`src/rtl/hidden_layer_scheduler.sv`:
```
// hidden_layer_scheduler: runs the four hidden-layer neurons (N4..N7) one
// after another on a single shared neuron. It latches one input vector,
// issues four jobs with per-job weight columns, captures each 12-bit result
// and then offers the 4-word result downstream. Each job is bounded by a
// timeout; a timed-out job yields 0 and raises its err bit.
module hidden_layer_scheduler #(
  parameter int TIMEOUT = 16,
  parameter int TW      = $clog2(TIMEOUT + 1)
) (
  input  logic               clk,
  input  logic               rst,
  input  logic               in_valid,
  output logic               in_ready,
  input  logic signed [4:0]  in0,
  input  logic signed [4:0]  in1,
  input  logic signed [4:0]  in2,
  input  logic signed [4:0]  in3,
  input  logic signed [4:0]  w04,
  input  logic signed [4:0]  w05,
  input  logic signed [4:0]  w06,
  input  logic signed [4:0]  w07,
  input  logic signed [4:0]  w14,
  input  logic signed [4:0]  w15,
  input  logic signed [4:0]  w16,
  input  logic signed [4:0]  w17,
  input  logic signed [4:0]  w24,
  input  logic signed [4:0]  w25,
  input  logic signed [4:0]  w26,
  input  logic signed [4:0]  w27,
  input  logic signed [4:0]  w34,
  input  logic signed [4:0]  w35,
  input  logic signed [4:0]  w36,
  input  logic signed [4:0]  w37,
  output logic               nrn_start,
  output logic signed [4:0]  nrn_in0,
  output logic signed [4:0]  nrn_in1,
  output logic signed [4:0]  nrn_in2,
  output logic signed [4:0]  nrn_in3,
  output logic signed [4:0]  nrn_w0,
  output logic signed [4:0]  nrn_w1,
  output logic signed [4:0]  nrn_w2,
  output logic signed [4:0]  nrn_w3,
  input  logic               nrn_done,
  input  logic signed [11:0] nrn_result,
  output logic signed [11:0] out0,
  output logic signed [11:0] out1,
  output logic signed [11:0] out2,
  output logic signed [11:0] out3,
  output logic               out_valid,
  input  logic               out_ready,
  output logic [3:0]         err,
  output logic               busy
);

  typedef enum logic [1:0] {
    IDLE  = 2'd0,
    ISSUE = 2'd1,
    WAIT  = 2'd2,
    DONE  = 2'd3
  } state_t;

  state_t state_reg, state_next;

  logic [1:0]         idx_reg;
  logic [TW-1:0]      timer_reg;
  logic [3:0]         err_reg;
  logic signed [4:0]  vec_in  [4];
  logic signed [4:0]  in_reg  [4];
  logic signed [4:0]  w_tab   [4][4];   // [input][job]
  logic signed [4:0]  w_pick  [4];
  logic signed [4:0]  w_reg   [4];
  logic signed [11:0] res_reg [4];

  logic       accept;
  logic       load_w;
  logic       job_end;
  logic       job_timeout;
  logic [1:0] w_sel;

  assign vec_in[0] = in0;
  assign vec_in[1] = in1;
  assign vec_in[2] = in2;
  assign vec_in[3] = in3;

  assign w_tab[0][0] = w04;  assign w_tab[0][1] = w05;
  assign w_tab[0][2] = w06;  assign w_tab[0][3] = w07;
  assign w_tab[1][0] = w14;  assign w_tab[1][1] = w15;
  assign w_tab[1][2] = w16;  assign w_tab[1][3] = w17;
  assign w_tab[2][0] = w24;  assign w_tab[2][1] = w25;
  assign w_tab[2][2] = w26;  assign w_tab[2][3] = w27;
  assign w_tab[3][0] = w34;  assign w_tab[3][1] = w35;
  assign w_tab[3][2] = w36;  assign w_tab[3][3] = w37;

  // Weight column for the job about to be issued, one mux per neuron input.
  genvar gi;
  generate
    for (gi = 0; gi < 4; gi++) begin : g_lane
      assign w_pick[gi] = w_tab[gi][w_sel];
    end
  endgenerate

  // State register.
  always_ff @(posedge clk) begin
    if (rst) state_reg <= IDLE;
    else     state_reg <= state_next;
  end

  // Next-state logic plus the strobes that steer the datapath registers.
  // Weights are loaded on the edge that enters ISSUE, so they are already
  // valid during the start pulse and stay frozen through WAIT.
  always_comb begin
    state_next  = state_reg;
    accept      = 1'b0;
    load_w      = 1'b0;
    job_end     = 1'b0;
    job_timeout = 1'b0;
    w_sel       = idx_reg;
    case (state_reg)
      IDLE: begin
        if (in_valid) begin
          accept     = 1'b1;
          load_w     = 1'b1;
          w_sel      = 2'd0;
          state_next = ISSUE;
        end
      end
      ISSUE: state_next = WAIT;
      WAIT: begin
        // A result arriving on the last allowed cycle still wins.
        if (nrn_done || (timer_reg == TW'(TIMEOUT - 1))) begin
          job_end     = 1'b1;
          job_timeout = !nrn_done;
          if (idx_reg == 2'd3) begin
            state_next = DONE;
          end else begin
            load_w     = 1'b1;
            w_sel      = idx_reg + 2'd1;
            state_next = ISSUE;
          end
        end
      end
      DONE: begin
        if (out_ready) state_next = IDLE;
      end
      default: state_next = IDLE;
    endcase
  end

  // Datapath: input latch, weight latch, job timer, result/err capture.
  always_ff @(posedge clk) begin
    if (rst) begin
      idx_reg   <= 2'd0;
      timer_reg <= '0;
      err_reg   <= 4'd0;
      for (int i = 0; i < 4; i++) begin
        in_reg[i]  <= '0;
        w_reg[i]   <= '0;
        res_reg[i] <= '0;
      end
    end else begin
      if (accept) begin
        idx_reg <= 2'd0;
        err_reg <= 4'd0;
        for (int i = 0; i < 4; i++) in_reg[i] <= vec_in[i];
      end
      if (load_w) begin
        for (int i = 0; i < 4; i++) w_reg[i] <= w_pick[i];
      end
      if (state_reg == ISSUE) begin
        timer_reg <= '0;
      end else if ((state_reg == WAIT) && !job_end) begin
        timer_reg <= timer_reg + TW'(1);
      end
      if (job_end) begin
        res_reg[idx_reg] <= job_timeout ? 12'sd0 : nrn_result;
        err_reg[idx_reg] <= job_timeout;
        if (idx_reg != 2'd3) idx_reg <= idx_reg + 2'd1;
      end
    end
  end

  assign in_ready  = (state_reg == IDLE);
  assign busy      = (state_reg != IDLE);
  assign nrn_start = (state_reg == ISSUE);
  assign out_valid = (state_reg == DONE);
  assign err       = err_reg;

  assign nrn_in0 = in_reg[0];
  assign nrn_in1 = in_reg[1];
  assign nrn_in2 = in_reg[2];
  assign nrn_in3 = in_reg[3];
  assign nrn_w0  = w_reg[0];
  assign nrn_w1  = w_reg[1];
  assign nrn_w2  = w_reg[2];
  assign nrn_w3  = w_reg[3];
  assign out0    = res_reg[0];
  assign out1    = res_reg[1];
  assign out2    = res_reg[2];
  assign out3    = res_reg[3];

endmodule

```
`config.mk`:
```
export PLATFORM = sky130hd
export DESIGN_NAME = hidden_layer_scheduler
export DESIGN_NICKNAME = d
export VERILOG_FILES = /design/src/rtl/hidden_layer_scheduler.sv
export SDC_FILE = /design/constraint.sdc
export NUM_CORES = 1
export LEC_CHECK = 0
export ABC_AREA = 1
export BUFFER_PORTS_ARGS = -buffer_cell sky130_fd_sc_hd__buf_2
export CORE_MARGIN = 8
export CORE_UTILIZATION = 52
export DETAILED_ROUTE_END_ITERATION = 10
export GPL_ROUTABILITY_DRIVEN = 0
export PLACE_DENSITY = 0.92
export SLEW_MARGIN = 20
export SYNTH_ARGS = -nofsm -noshare
export SYNTH_HDL_FRONTEND = slang
export SYNTH_SLANG_ARGS = --single-unit
```
`constraint.sdc`:
```
create_clock -name clk -period 3.87 [get_ports clk]
set_input_delay 0.387 -clock clk [delete_from_list [all_inputs] [get_ports clk]]
set_output_delay 0.387 -clock clk [all_outputs]
set_load 0.02 [all_outputs]
```
==> metrics.txt <==
Hold Path Class=primary input to flip-flop; highest achievable clock rate=around 0.33 GHz; global-route wire length before repair=approximately 21000 um; mean post-synth cell area=about 9.3 sq um; Non-Filler Instances=around 840; Final period util=78.65%; final count of pins violating max slew=0; Hold EP=in_reg[1][3]$_SDFFCE_PN0P_; Crit Path Class=flip-flop to flip-flop; max_cap viols=0; clock skew=10.99 ps; crit path launch type=flip-flop; met3 global-route usage=between 5 and 6%; Critical Path RT=3930 ps; pin count of the biggest net entering global routing=43; clock-pin slew on the worst setup and hold paths=about 90 ps; initial drt markers=246; Post-CTS Hold Buffers=0; most common cell after layout, fill and taps aside=buf_2; GRT busiest layer=met2; flop-to-flop setup slack=830 ps; worst reg2reg startpoint=timer_reg[0]$_SDFFE_PP0P_; CTS resizes=0; # DRC=0; syn_nets=between 600 and 700; vias in the first global route=4437; P per Cell Area=401.7 nW/um^2; Sink Count=between 100 and 150; DRT antenna net count=0; All-Layer GR Usage=20.69%; htree depth=3; final hold viol count=0; drt via density=approximately 5.1; FILL cells=between 700 and 800; Yosys warnings=0; die area=around 13000 sq um; unrepaired setup endpoints after global routing=no; sequential-to-total area share from yosys stat=about three fifths; IO Count=~210; fraction of layout cells with a size suffix above 1=34.48%; Placed Instances=roughly 820; Synth Register Bits=~100; initial core utilization=53.27%; worst-path maximum fanout=21; WL final=13490 um; root buffer cell=clkbuf_8; clk_lat worst skew=~360 ps; Period minus WS final=3044 ps; Reg2Reg Depth=12; reg2reg end=w_reg[0][3]$_SDFFCE_PN0P_; Layout area overhead=26.64%; Routed wire per std cell=16.07 um; Max clock buf depth=2; initial antenna violation count=0; TritonCTS Buffers=9; most frequent cells in the layout=212 x buf_2, 95 x inv_1, 88 x edfxtp_1; HP Start=in1[3]; Setup violations, final=0; Critical Path AT=3100 ps; grt met1 use=a little under a quarter; Hold Path Stages=3; setup bufs post-CTS=0; Slew HR=31.41%; core area=a little over 9000 sq um; vias=between 4k and 5k; Die W=between 100 and 150 um; Max VDD drop=roughly 0.2 mV; Final nets=847; outcome=complete, no violations; setup TNS=0 ps; count of unique library cells instantiated by Yosys=29; max FFs per register=48; leakage=about 3.2 nW; Post-Syn Instances=approximately 530; row cnt=35; GR Util met2=between 30% and 40%; chip height=between 100 and 150 um; post-DP HPWL=between 10000 and 15000 um; # port buffers=between 200 and 250; worst-margin pin slew=around 1000 ps; remaining global-route overflow=0; antenna cells=0; drt pass-1 iters=5; Critical Path Sink Type=flip-flop; Synth Cell Area=4898 sq um; CTS tree=yes
[worst max path at each step]
stage | cells after the start | startpoint | endpoint
after global routing | 12 | timer_reg[0]$_SDFFE_PP0P_ | w_reg[0][4]$_SDFFCE_PN0P_
after floorplan | 8 | timer_reg[0]$_SDFFE_PP0P_ | res_reg[3][0]$_DFFE_PP_
after detailed placement | 12 | timer_reg[0]$_SDFFE_PP0P_ | w_reg[0][3]$_SDFFCE_PN0P_
after global placement | 12 | timer_reg[0]$_SDFFE_PP0P_ | w_reg[0][2]$_SDFFCE_PN0P_
after CTS | 12 | timer_reg[0]$_SDFFE_PP0P_ | w_reg[0][3]$_SDFFCE_PN0P_
final | 12 | timer_reg[0]$_SDFFE_PP0P_ | w_reg[0][3]$_SDFFCE_PN0P_
[cell usage after synthesis, drive strengths merged]
| master | instances | area, sq um |
|---|---|---|
| or2 | 1 | 6.260 |
| o21ai | 7 | 35.03 |
| nor3 | 7 | 35.03 |
| edfxtp | 88 | 2643 |
| a32oi | 1 | 8.760 |
| o32ai | 1 | 8.760 |
| dfxtp | 13 | 260.3 |
| inv | 99 | 374.1 |
| buf | 22 | 115.1 |
| a211oi | 1 | 7.510 |
| nor2 | 77 | 325.3 |
| nand3 | 67 | 340.3 |
| nand2 | 79 | 331.6 |
| a21oi | 27 | 135.1 |
| clkbuf | 5 | 18.77 |
| ha | 6 | 75.07 |
| xor2 | 1 | 8.760 |
| a31oi | 2 | 12.51 |
| o31ai | 1 | 7.510 |
| nand3b | 20 | 150.1 |
[cell families after synthesis]
group                    Yosys count  synth area share, %
XOR/XNOR                           1               0.1788
flip-flops                       101                59.26
adder cells (fa/ha/maj)            6                1.533
AND/OR/NAND/NOR                  251                24.27
buffers and inverters            126                10.37
AO/OA/AOI/OAI                     40                4.393
[cell type report]
| cell class | instances | area [sq um] | share of cell area, % |
|---|---|---|---|
| clock buffer | 9 | 123.9 | 1.997 |
| clock inverter | 6 | 86.33 | 1.392 |
| inverter | 99 | 374.1 | 6.031 |
| multi-input combinational | 298 | 1494 | 24.08 |
| sequential | 101 | 2903 | 46.79 |
| tap | 111 | 138.9 | 2.239 |
| timing repair buffer | 215 | 1084 | 17.47 |
[power by group]
group	switching (mW)	internal (mW)	total, mW
logic	0.322	0.156	0.477
clock network	0.354	0.361	0.715
registers	0.0278	1.27	1.30
total	0.704	1.79	2.49
[through the flow]
stage	hold slack [ps]	utilization (%)	power [mW]	worst slack, ps	cell area [sq um]
after CTS	319.2	67.46	2.501	854.0	6203
after global placement	469.0	65.17	1.787	1048	5993
after global routing	314.0	67.46	2.595	669.1	6203
after floorplan	461.7	-	1.619	1460	4898
after detailed placement	479.6	65.17	1.802	876.2	5993
final	325.1	67.46	2.492	826.4	6203
[worst max-delay path: stages, from the launching register on]
cell and delay [ps]:
dfxtp_1 340, ha_1 220, inv_1 80, nor2_1 50, ha_1 200, nor2_2 230, inv_2 70, nand2_4 130
nand2_1 80, nand2_1 530, inv_1 510, nand3_1 210, a21oi_1 90
[routing by layer]
layer  share of wire [%]  vias to the layer above
met1                  38                     1934
met4                 2.4                        0
met2                  50                      251
met5                   0                        -
met3                 9.3                       27
li1                    -                     2091
(Power assumes the default switching activity.)
